===== src/rtl/xspi_phy_master.sv =====
// xSPI master PHY: SCK/CE generation and MSW-first shifting over 1/2/4/8 lanes (SPI mode 0/3).
// Optional read dummy cycles (port txndummy_i) when XSPI_PHY_MASTER_DUMMY_EN is defined.
module xspi_phy_master #(
  parameter int WORD_SIZE        = 32,
  parameter int CYCLE_COUNT_BITS = 6,
  parameter int CLK_DIV          = 2
) (
  input  logic                        clk_i,
  input  logic                        rst_ni,
  output logic                        sck_o,
  output logic                        sce_o,
  input  logic [7:0]                  sio_i,
  output logic [7:0]                  sio_o,
  output logic                        sio_oe,
  input  logic                        txnvalid_i,
  output logic                        txnready_o,
  input  logic [CYCLE_COUNT_BITS-1:0] txnbc_i,
  input  logic [1:0]                  txnmode_i,
  input  logic                        txndir_i,
  input  logic                        txnlast_i,
  input  logic [WORD_SIZE-1:0]        txndata_i,
`ifdef XSPI_PHY_MASTER_DUMMY_EN
  input  logic [3:0]                  txndummy_i,
`endif
  output logic [WORD_SIZE-1:0]        txndata_o,
  output logic                        txndone_o
);

  localparam int CNT_W = $clog2(2 * CLK_DIV);
  localparam int AW    = CYCLE_COUNT_BITS + 3;
  localparam logic [CNT_W-1:0] DIV_M1 = CNT_W'(CLK_DIV - 1);
  localparam logic [CNT_W-1:0] DES_M1 = CNT_W'(2 * CLK_DIV - 1);
  localparam logic [CYCLE_COUNT_BITS-1:0] BC_MAX = CYCLE_COUNT_BITS'(WORD_SIZE);

  typedef enum logic [2:0] {
    S_IDLE, S_CSS, S_LOW, S_HIGH, S_CHAIN, S_CSH, S_DESEL
  } state_e;

  state_e                      state_q, state_d;
  logic [CNT_W-1:0]            cnt_q, cnt_d;
  logic [CYCLE_COUNT_BITS-1:0] cyc_q, cyc_d;
  logic [3:0]                  dum_q, dum_d;
  logic [1:0]                  mode_q, mode_d;
  logic                        dir_q, dir_d;
  logic                        last_q, last_d;
  logic [WORD_SIZE-1:0]        tx_q, tx_d;
  logic [WORD_SIZE-1:0]        rx_q, rx_d;
  logic                        sck_q, sck_d;
  logic                        sce_q, sce_d;
  logic [7:0]                  sio_q, sio_d;
  logic                        oe_q, oe_d;
  logic                        ready_q, ready_d;
  logic                        done_q, done_d;

  logic [CYCLE_COUNT_BITS-1:0] bc_c;
  logic [CYCLE_COUNT_BITS-1:0] cyc_new;
  logic [AW-1:0]               used_bits;
  logic [WORD_SIZE-1:0]        tx_new;
  logic [3:0]                  dum_new;
  logic                        accept;
  logic                        phase_end;

  function automatic logic [7:0] top_lanes(input logic [WORD_SIZE-1:0] w, input logic [1:0] m);
    case (m)
      2'd0:    top_lanes = {7'd0, w[WORD_SIZE-1]};
      2'd1:    top_lanes = {6'd0, w[WORD_SIZE-1 -: 2]};
      2'd2:    top_lanes = {4'd0, w[WORD_SIZE-1 -: 4]};
      default: top_lanes = w[WORD_SIZE-1 -: 8];
    endcase
  endfunction

  function automatic logic [WORD_SIZE-1:0] shift_in(input logic [WORD_SIZE-1:0] w,
                                                    input logic [7:0] s, input logic [1:0] m);
    case (m)
      2'd0:    shift_in = {w[WORD_SIZE-2:0], s[0]};
      2'd1:    shift_in = {w[WORD_SIZE-3:0], s[1:0]};
      2'd2:    shift_in = {w[WORD_SIZE-5:0], s[3:0]};
      default: shift_in = {w[WORD_SIZE-9:0], s[7:0]};
    endcase
  endfunction

  // Request decode: the word is left-aligned so the first cycle's lanes are always the MSBs.
  always_comb begin
    bc_c = (txnbc_i > BC_MAX) ? BC_MAX : txnbc_i;
    case (txnmode_i)
      2'd0:    cyc_new = bc_c;
      2'd1:    cyc_new = (bc_c >> 1) + CYCLE_COUNT_BITS'(bc_c[0]);
      2'd2:    cyc_new = (bc_c >> 2) + CYCLE_COUNT_BITS'(|bc_c[1:0]);
      default: cyc_new = (bc_c >> 3) + CYCLE_COUNT_BITS'(|bc_c[2:0]);
    endcase
    used_bits = AW'(cyc_new) << txnmode_i;
    tx_new    = txndata_i << (AW'(WORD_SIZE) - used_bits);
`ifdef XSPI_PHY_MASTER_DUMMY_EN
    dum_new   = txndir_i ? 4'd0 : txndummy_i;
`else
    dum_new   = 4'd0;
`endif
  end

  always_comb begin
    state_d   = state_q;
    cnt_d     = cnt_q;
    cyc_d     = cyc_q;
    dum_d     = dum_q;
    mode_d    = mode_q;
    dir_d     = dir_q;
    last_d    = last_q;
    tx_d      = tx_q;
    rx_d      = rx_q;
    done_d    = 1'b0;
    accept    = txnvalid_i && ready_q;
    phase_end = (cnt_q == DIV_M1);

    case (state_q)
      S_IDLE, S_CHAIN: begin
        if (accept) begin
          cyc_d  = cyc_new;
          dum_d  = dum_new;
          mode_d = txnmode_i;
          dir_d  = txndir_i;
          last_d = txnlast_i;
          tx_d   = tx_new;
          cnt_d  = '0;
          if (cyc_new == '0) begin
            state_d = txnlast_i ? S_CSH : S_CHAIN;
            done_d  = 1'b1;
          end else begin
            state_d = (state_q == S_IDLE) ? S_CSS : S_LOW;
          end
        end
      end
      S_CSS, S_LOW: begin
        if (phase_end) begin
          cnt_d   = '0;
          state_d = (state_q == S_CSS) ? S_LOW : S_HIGH;
        end else begin
          cnt_d = cnt_q + CNT_W'(1);
        end
      end
      S_HIGH: begin
        if (phase_end) begin
          cnt_d = '0;
          if (dum_q != 4'd0) begin
            dum_d   = dum_q - 4'd1;
            state_d = S_LOW;
          end else begin
            rx_d  = shift_in(rx_q, sio_i, mode_q);
            tx_d  = shift_in(tx_q, 8'd0, mode_q);
            cyc_d = cyc_q - CYCLE_COUNT_BITS'(1);
            if (cyc_q == CYCLE_COUNT_BITS'(1)) begin
              state_d = last_q ? S_CSH : S_CHAIN;
              done_d  = 1'b1;
            end else begin
              state_d = S_LOW;
            end
          end
        end else begin
          cnt_d = cnt_q + CNT_W'(1);
        end
      end
      S_CSH: begin
        if (phase_end) begin
          cnt_d   = '0;
          state_d = S_DESEL;
        end else begin
          cnt_d = cnt_q + CNT_W'(1);
        end
      end
      S_DESEL: begin
        if (cnt_q == DES_M1) begin
          cnt_d   = '0;
          state_d = S_IDLE;
        end else begin
          cnt_d = cnt_q + CNT_W'(1);
        end
      end
      default: begin
        state_d = S_IDLE;
        cnt_d   = '0;
      end
    endcase

    // Pins are registered from the next state so SCK and CE never glitch.
    sce_d   = (state_d != S_IDLE) && (state_d != S_DESEL);
    sck_d   = (state_d == S_HIGH);
    ready_d = (state_d == S_IDLE) || (state_d == S_CHAIN);
    oe_d    = dir_d && ((state_d == S_CSS) || (state_d == S_LOW) || (state_d == S_HIGH));
    sio_d   = (oe_d && (dum_d == 4'd0)) ? top_lanes(tx_d, mode_d) : 8'd0;
  end

  always_ff @(posedge clk_i) begin
    if (!rst_ni) begin
      state_q <= S_IDLE;
      cnt_q   <= '0;
      cyc_q   <= '0;
      dum_q   <= 4'd0;
      mode_q  <= 2'd0;
      dir_q   <= 1'b0;
      last_q  <= 1'b0;
      tx_q    <= '0;
      rx_q    <= '0;
      sck_q   <= 1'b0;
      sce_q   <= 1'b0;
      sio_q   <= 8'd0;
      oe_q    <= 1'b0;
      ready_q <= 1'b0;
      done_q  <= 1'b0;
    end else begin
      state_q <= state_d;
      cnt_q   <= cnt_d;
      cyc_q   <= cyc_d;
      dum_q   <= dum_d;
      mode_q  <= mode_d;
      dir_q   <= dir_d;
      last_q  <= last_d;
      tx_q    <= tx_d;
      rx_q    <= rx_d;
      sck_q   <= sck_d;
      sce_q   <= sce_d;
      sio_q   <= sio_d;
      oe_q    <= oe_d;
      ready_q <= ready_d;
      done_q  <= done_d;
    end
  end

  assign sck_o      = sck_q;
  assign sce_o      = sce_q;
  assign sio_o      = sio_q;
  assign sio_oe     = oe_q;
  assign txnready_o = ready_q;
  assign txndata_o  = rx_q;
  assign txndone_o  = done_q;

endmodule


===== config.mk =====
export PLATFORM = sky130hd
export DESIGN_NAME = xspi_phy_master
export DESIGN_NICKNAME = d
export VERILOG_FILES = /design/src/rtl/xspi_phy_master.sv
export SDC_FILE = /design/constraint.sdc
export NUM_CORES = 1
export LEC_CHECK = 0
export BUFFER_PORTS_ARGS = -buffer_cell sky130_fd_sc_hd__buf_4
export CORE_UTILIZATION = 45
export DETAILED_ROUTE_END_ITERATION = 10
export HOLD_SLACK_MARGIN = 0.08
export PLACE_DENSITY_LB_ADDON = 0.2
export SLEW_MARGIN = 10
export SYNTH_ARGS = -nofsm -noshare
export SYNTH_HDL_FRONTEND = slang
export SYNTH_SLANG_ARGS = --single-unit

===== constraint.sdc =====
create_clock -name clk_i -period 6 [get_ports clk_i]
set_clock_uncertainty 0.05 [all_clocks]
set_input_delay 1.2 -clock clk_i [delete_from_list [all_inputs] [get_ports clk_i]]
set_output_delay 1.2 -clock clk_i [all_outputs]
set_load 0.03 [all_outputs]

==> flow_summary.ini <==
[run_status]
status = completed

[power_and_ir_drop]
comb_power_share = 0.276
seqPwrFrac = 0.379
power.leakage_nw = 3.330
p_int_mw = 1.222
netSwitchingFraction = 0.3255
p_clk_frac = 0.345
p_per_area_mw_per_mm2 = 202.7
power_switching_uw = 589.8
vdd_drop_max_uv = 159.6

[critical_path]
path_cells = buf_4 -> and2b_1 -> inv_1 -> ha_1 -> ha_1 -> inv_1 -> ha_1 -> ha_1 -> xnor2_1 -> a211oi_1 -> o21ai_0 -> or4_1 -> a211o_1 -> a2111o_1 -> o211ai_2 -> o21ai_0 -> o21ba_2
critPathCaptureType = flop
crit_top_cell = ha_1
slowest_delay_ns = 0.55
cp.buffers_inverters = 3
worstPathArrival_ns = 5.01
required_ns = 6.25
cp_slowest_cell = a211o_1
reg2reg_slack_ns = 2.44
path_max_fanout = 20
start_kind = primary input
crit_type = primary input to flop
cpLargestDelayFamily = compound AO/OA/AOI/OAI gates

[grt]
grt-busiest-layer = met2
use_met2 = 0.3984
met1_usage = 0.3465
grt_usage = 0.2487
grt_pass1_wl_mm = 35.67
grt_max_degree = 75
grt_use_met3 = 0.03349
grt_overflow = 0
antenna_found_initial = 0
grt_pass1_vias = 6939

[yosys]
synth_cell_types = 76
async_flop_share = 0
synth_area_per_cell_um2 = 8.409
ys_ff_latch = 96
yosys_warnings = 0
synth_area_mm2 = 0.007779
ys_seq_area_frac = 0.2471
synthCells = 925
yosysTopAreaCell = dfxtp_1
synthFlopType = dfxtp_1
synth_top_area_frac = 0.2471
synth_edf_count = 0
synth_area_leaders = dfxtp_1, mux4_2, mux2i_1
syn_nets = 993

[detailed_routing]
postRouteAntennaNets = 0
vias = 7355
vias_per_cell = 6.124
drc = 0
routed_wl_mm = 21.57
wire_per_inst_um = 17.96
drtPass1Iterations = 5
drt_iter0_markers = 671

[job]
cap_violations = 0

[placement]
gp_congestion = 0.8559
port_buffers = 97
dp_hpwl_mm = 15.12

[clock_tree]
clk_latency_ns = 0.35
clk_path_buf_depth = 2
cts_made_buffers = 9
cts_tree = built
clock-sinks = 96
clkTransAtPathRegs_ns = 0.07
ctsHoldBuffers = 0
post_cts_buffers = 0
cts_resized = 0
clockRootBuffer = clkbuf_16
ctsHtreeMaxLevel = 3

[final_layout]
fin_util = 0.5352
diodes = 0
fill_cells = 1626
finalNetCount = 1044
layout_common_cells = nor2_1, buf_4, dfxtp_1, nand2_1, mux2i_1
drive_gt1_frac = 0.2253
syn_to_final_growth_pct = 14.91
final_common_cell = nor2_1

[die]
initial_core_util = 0.4658
ios = 98
die_area_mm2 = 0.01782
die_y_um = 133.5
die_x_um = 133.5
core_area_mm2 = 0.01670
std_cell_rows = 47

[timing]
slew_headroom = 0.2703
period_share = 0.7944
post-route-min-period_ns = 4.766
setup_viol = 0
hold_viol = 0
rsz0062_at_grt = no
setup_tns_ns = 0
fmax_mhz = 209.8
worst_slew_pin_slew_ns = 1.095
slew_viol_final = 0

[hold_path]
hp-class = flop to flop
## power groups by stage
stage / registers [mW] / logic, mW / clock network (mW)
after CTS: 0.686 / 0.495 / 0.636
after floorplan: 0.682 / 0.367 / 0
final: 0.686 / 0.500 / 0.626
after global placement: 0.701 / 0.490 / 0
after global routing: 0.691 / 0.544 / 0.664
after detailed placement: 0.701 / 0.492 / 0
## stage by stage
step	instances	power (mW)	setup slack [ns]	area, µm²	hold slack, ns
global route	1201	1.899	0.9462	8939	0.4468
finish	1201	1.812	1.234	8939	0.4091
floorplan	925	1.049	1.268	7779	0.3867
detailed placement	1185	1.193	0.8970	8613	0.4036
global placement	1185	1.192	0.9762	8613	0.3975
CTS	1201	1.816	1.249	8939	0.4126
## worst min-delay path: stages (launching register included)
cell and delay, ns:
dfxtp_1 0.31, nand2_1 0.05, a21oi_1 0.05
## state kept, by name, indices dropped and copies added, names as in the netlist
signal	count
sck_o	1
cnt_q	2
txndata_o	32
last_q	1
sce_o	1
state_q	3
mode_q	2
sio_oe	1
tx_q	32
cyc_q	6
txnready_o	1
dir_q	1
txndone_o	1
dum_q	4
sio_o	8
## logic make-up (layout without fill, tap and decap cells)
| logic type | Yosys count | count (layout) | synth area share |
|---|---|---|---|
| simple gates | 359 | 359 | 0.2128 |
| compound gates | 211 | 211 | 0.1765 |
| mux | 139 | 139 | 0.2728 |
| flops | 96 | 96 | 0.2471 |
| buf+inv | 94 | 150 | 0.05340 |
| fa+ha+maj | 15 | 15 | 0.02413 |
| xor+xnor | 11 | 11 | 0.01335 |
## Yosys cell counts, types with 4 or more instances
cell      count
dfxtp_1      96
buf_2        11
nand4_1       4
a21oi_1      74
xor2_1        5
a211oi_1     15
mux2_2        4
clkbuf_1     47
nor4_1        7
mux2i_1      77
buf_4         5
a31oi_1      19
o21ai_0      31
o22a_1        4
nand2b_1      8
inv_1        17
buf_1         9
and3_1       15
mux4_2       58
xnor2_1       5
ha_1         15
and2_1        8
a311oi_1      4
nand3_1      22
or3_1         4
nor3_1       41
buf_6         4
o22ai_1       5
nor2_1      139
a21o_1        4
a221oi_1      6
o21a_1        6
nand2_1      90
## layout make-up
class | count | area [µm²] | share of cell area
timing repair buffer | 116 | 870.8 | 0.09742
clock inverter | 5 | 61.31 | 0.006859
multi-input combinational | 735 | 5473 | 0.6123
tap | 220 | 275.3 | 0.03080
sequential | 96 | 1927 | 0.2156
inverter | 18 | 67.56 | 0.007559
clock buffer | 11 | 264.0 | 0.02954
## per-layer routing
layer | part of all wire | wire [µm] | vias to the layer above
li1 | - | - | 3537
met2 | 0.48 | 10360 | 218
met1 | 0.45 | 9716 | 3561
met5 | 0 | 0 | -
met4 | 0.021 | 454 | 0
met3 | 0.048 | 1036 | 39
## final timing paths
check,startpoint,to,cells past startpoint
worst max-delay path,txnbc_i[5],sio_o[3],17
worst min-delay path,txndata_o[31],txndata_o[31],2
worst max register to register,state_q[0],sio_o[6],9
worst min register to register,txndata_o[31],txndata_o[31],2
Note: power is estimated with default switching activity, not from simulation.
